## src/rtl/regfile_wb_arbiter.sv

```systemverilog
// Writeback arbiter for the integer register bank write port: round-robin between ALU (src0)
// and LSU (src1), registered bank write, and a busy-bit scoreboard for RAW hazard detection.
module regfile_wb_arbiter #(
  parameter int N    = 32,
  parameter int Bits = 64,
  localparam int PW  = $clog2(N)
) (
  input  logic            clk,
  input  logic            rst,
  input  logic            s0_valid,
  input  logic [PW-1:0]   s0_ptr,
  input  logic [Bits-1:0] s0_data,
  output logic            s0_ready,
  input  logic            s1_valid,
  input  logic [PW-1:0]   s1_ptr,
  input  logic [Bits-1:0] s1_data,
  output logic            s1_ready,
  input  logic            iss_valid,
  input  logic [PW-1:0]   iss_ptr,
  input  logic [PW-1:0]   chk_ptr_1,
  input  logic [PW-1:0]   chk_ptr_2,
  output logic            hazard,
  output logic [PW-1:0]   ptr_wr,
  output logic [Bits-1:0] data_wr,
  output logic            wr_en,
  output logic [N-1:0]    busy
);

  logic            last_grant_q, last_grant_d;
  logic            wr_en_q, wr_en_d;
  logic [PW-1:0]   ptr_wr_q, ptr_wr_d;
  logic [Bits-1:0] data_wr_q, data_wr_d;
  logic [N-1:0]    busy_q, busy_d;
  logic            gnt0, gnt1;

  // On contention the source that did not win last time gets the port.
  always_comb begin
    gnt0 = s0_valid & (~s1_valid | last_grant_q);
    gnt1 = s1_valid & (~s0_valid | ~last_grant_q);
  end

  assign s0_ready = gnt0 & ~rst;
  assign s1_ready = gnt1 & ~rst;

  always_comb begin
    last_grant_d = last_grant_q;
    wr_en_d      = 1'b0;
    ptr_wr_d     = ptr_wr_q;
    data_wr_d    = data_wr_q;
    if (gnt0) begin
      last_grant_d = 1'b0;
      wr_en_d      = (s0_ptr != '0);
      ptr_wr_d     = s0_ptr;
      data_wr_d    = s0_data;
    end else if (gnt1) begin
      last_grant_d = 1'b1;
      wr_en_d      = (s1_ptr != '0);
      ptr_wr_d     = s1_ptr;
      data_wr_d    = s1_data;
    end
  end

  // Clear from the registered write first so a same-cycle issue to that register wins.
  always_comb begin
    busy_d = busy_q;
    if (wr_en_q)
      busy_d[ptr_wr_q] = 1'b0;
    if (iss_valid && iss_ptr != '0)
      busy_d[iss_ptr] = 1'b1;
    busy_d[0] = 1'b0;
  end

  always_ff @(posedge clk) begin
    if (rst) begin
      last_grant_q <= 1'b1;
      wr_en_q      <= 1'b0;
      ptr_wr_q     <= '0;
      data_wr_q    <= '0;
      busy_q       <= '0;
    end else begin
      last_grant_q <= last_grant_d;
      wr_en_q      <= wr_en_d;
      ptr_wr_q     <= ptr_wr_d;
      data_wr_q    <= data_wr_d;
      busy_q       <= busy_d;
    end
  end

  assign hazard  = busy_q[chk_ptr_1] | busy_q[chk_ptr_2];
  assign wr_en   = wr_en_q;
  assign ptr_wr  = ptr_wr_q;
  assign data_wr = data_wr_q;
  assign busy    = busy_q;

endmodule
```

## config.mk

```make
export PLATFORM = sky130hd
export DESIGN_NAME = regfile_wb_arbiter
export DESIGN_NICKNAME = d
export VERILOG_FILES = /design/src/rtl/regfile_wb_arbiter.sv
export SDC_FILE = /design/constraint.sdc
export NUM_CORES = 1
export LEC_CHECK = 0
export ABC_AREA = 1
export CELL_PAD_IN_SITES_DETAIL_PLACEMENT = 1
export CELL_PAD_IN_SITES_GLOBAL_PLACEMENT = 1
export CORE_MARGIN = 1
export CORE_UTILIZATION = 28
export DETAILED_ROUTE_END_ITERATION = 10
export GPL_TIMING_DRIVEN = 0
export PLACE_DENSITY = 0.91
export SLEW_MARGIN = 20
export SYNTH_ARGS = -nofsm -noshare
export SYNTH_HDL_FRONTEND = slang
export SYNTH_SLANG_ARGS = --single-unit
```

## constraint.sdc

```tcl
create_clock -name clk -period 3.1 [get_ports clk]
set_input_delay 0.62 -clock clk [delete_from_list [all_inputs] [get_ports clk]]
set_output_delay 0.62 -clock clk [all_outputs]
set_load 0.005 [all_outputs]
```

==> impl_metrics.json <==
{
  "p_leak_uw": 0.003029,
  "arrival_ps": 2310,
  "antenna_found_initial": 1,
  "crit_family": "buffers and inverters",
  "clk_pin_slew_ps": 70,
  "drt_iter0_markers": 216,
  "clk_path_buf_depth": 2,
  "ys_types": 21,
  "clkPwrFrac": 0.345,
  "crit-reg2reg-launch": "last_grant_q",
  "fmax_mhz": 341.7,
  "cp.required_ps": 2480,
  "netSwitchingPower_uw": 925.4,
  "fin_tns_setup_ps": 0,
  "power_frac_seq": 0.429,
  "criticalPathCategory": "primary input to primary output",
  "yosys-top-cells-area": "dfxtp_1 (41%), nand2_1 (19%), nand3_1 (13%), a31oi_1 (8.3%), inv_1 (3.6%)",
  "r2r_slack_ps": 1620,
  "num_vias": 6262,
  "io_buffers": 256,
  "worstMarginPinSlew_ps": 1097,
  "clkLatencyLatePin_ps": 350,
  "hold_slack_ps": 476.8,
  "dr.pass1.iters": 4,
  "r2r_end": "data_wr[35]",
  "root_buffer": "clkbuf_16",
  "first_global_vias": 6409,
  "fin_skew_ps": 7.162,
  "cts_inserted_buffers": 9,
  "worst-path-buf-inv": 3,
  "synth_edf_count": 0,
  "cts_tree": "yes",
  "dieArea_um2": 18200,
  "die-width_um": 134.9,
  "dp_hpwl_um": 17730,
  "yosysMostFrequentCell": "nand2_1",
  "start_util": 0.2860,
  "power_per_cell_area_nw_per_um2": 415.1,
  "synth_ff_type": "dfxtp_1",
  "hold_viol": 0,
  "power_frac_comb": 0.226,
  "min_period_ps": 2927,
  "synth_top_area_cell": "dfxtp_1",
  "setup.worst_path.start": "chk_ptr_2[2]",
  "drive_gt1_frac": 0.04866,
  "antenna_left": 0,
  "grt_pass1_wl_um": 33830,
  "yosysTopAreaCellShare": 0.4129,
  "finalCritPeriodShare": 0.9441,
  "critPathLaunchType": "primary input",
  "yosys_warnings": 0,
  "row_count": 48,
  "worstSetupEndpointType": "primary output",
  "cts_num_sinks": 102,
  "crit_top_cell": "nand2_1",
  "p_int_uw": 2434,
  "cp-endpoint": "hazard",
  "syn_avg_cell_area_um2": 6.729,
  "pin_count": 263,
  "ff2ff_path_depth": 5,
  "nNetsFinal": 1160,
  "synth_seq_area_share": 0.4129,
  "wire_per_inst_um": 17.96,
  "worst-path-stages": 9,
  "hold_path_class": "register to register",
  "ir_worst_vdd_uv": 279.6,
  "coreArea_um2": 17300,
  "rsz0062_at_grt": "false",
  "synth_area_um2": 4946,
  "cp_slowest_stage_delay_ps": 530,
  "overflow": 0,
  "cts_hold_buf": 0,
  "route.detailed.drc": 0,
  "totalWireLength_um": 22150,
  "cp_max_fo": 5,
  "vias_per_cell": 5.079,
  "synth_commonest_cells": "nand2_1 (245), nand3_1 (131), dfxtp_1 (102)",
  "drv_slew": 0,
  "place.gp.congestion": 0.9375,
  "cts_post_setup_buffers_inserted": 0,
  "slew_headroom": 0.2628,
  "ys_seq_elements": 102,
  "cts.repair.resized": 0,
  "synth_fp_nets": 893,
  "setup_violations": 0,
  "htree_levels": 3,
  "area_growth_pct": 63.65,
  "cp_slowest_cell": "clkdlybuf4s50_1",
  "fp.dieH_um": 134.9,
  "drv_cap": 0,
  "grt_max_degree": 18,
  "switching_share": 0.2754,
  "grt.total_usage": 0.2410,
  "crit_chain": "clkdlybuf4s50_1 > inv_1 > nand3_1 > nand2_1 > nand2_1 > nand3_1 > nand2_1 > nand2_1 > clkdlybuf4s50_1",
  "async_reset_ff_frac": 0,
  "status": "finished clean",
  "synth_cells": 735
}
## how the worst min path moves through the flow
stage / start / to / slack [ps] / depth (start not counted)
floorplan: data_wr[0] / data_wr[0] / 470 / 2
global placement: data_wr[63] / data_wr[63] / 460 / 2
detailed placement: data_wr[59] / data_wr[59] / 470 / 2
CTS: data_wr[59] / data_wr[59] / 480 / 2
global route: data_wr[8] / data_wr[8] / 500 / 2
finish: data_wr[14] / data_wr[14] / 480 / 2
## stage by stage
stage                     power [uW]  instances  worst slack [ps]  cell area (um^2)  utilization
after floorplan                 1748        735              1004              4946            -
after global placement          2212       1216             215.3              7790       0.4504
after detailed placement        2228       1216             187.0              7790       0.4504
after CTS                       3383       1232             178.0              8087       0.4675
after global routing            3505       1233             37.21              8094       0.4680
final                           3360       1233             173.2              8094       0.4680
## cell usage in the layout, fill, tap and decap left out, drive strengths merged
master | netlist | routed
a21oi | 34 | 34
nand3 | 131 | 131
bufinv | 0 | 1
a22o | 1 | 1
a31oi | 66 | 66
inv | 49 | 52
clkdlybuf4s50 | 0 | 256
dfxtp | 102 | 102
clkbuf | 22 | 31
clkinv | 0 | 3
nor4 | 2 | 2
diode | 0 | 1
conb | 1 | 1
nand2 | 248 | 248
a221oi | 1 | 1
o21ai | 33 | 33
o22ai | 1 | 1
buf | 27 | 27
o211ai | 1 | 1
nor3 | 12 | 12
nor2 | 4 | 4
## tightest hold or removal path, cell delays in order (launching register included)
cell     delay, ps
dfxtp_1        310
nand2_1         60
a31oi_1         60
## area by class of cell
| cell class | count | area [um^2] |
|---|---|---|
| fill | 2203 | 9203 |
| timing repair buffer | 256 | 2562 |
| multi-input combinational | 535 | 2470 |
| sequential | 102 | 2042 |
| tap | 225 | 281.5 |
| buffer | 49 | 255.2 |
| clock buffer | 9 | 225.2 |
| inverter | 49 | 183.9 |
| clock inverter | 7 | 71.32 |
| antenna | 1 | 2.502 |
## sequential cells by signal, indices dropped and copies added (netlist names)
signal and flops:
data_wr 64, busy 31, ptr_wr 5, last_grant_q 1, wr_en 1
## power by group through the flow
stage	Clock [uW]	Combinational, uW	Sequential, uW
2_1_floorplan	0	280	1470
3_3_place_gp	0	745	1470
3_5_place_dp	0	759	1470
4_1_cts	1180	765	1440
5_1_grt	1230	822	1450
6_report	1160	760	1440
## per-layer routing
metal  vias to the layer above  share of wire  GRT usage
met3                        32          0.071    0.07395
met5                         -              0          0
li1                       3020              -          -
met4                         0          0.023    0.07491
met2                       222           0.52     0.4505
met1                      2988           0.38     0.2565
## cells by family after synthesis
family / synth area share
flip-flops: 0.4129
AND/OR/NAND/NOR: 0.3400
AO/OA/AOI/OAI: 0.1576
buffers and inverters: 0.08879
other: 0.0007582
(Power assumes the default switching activity.)
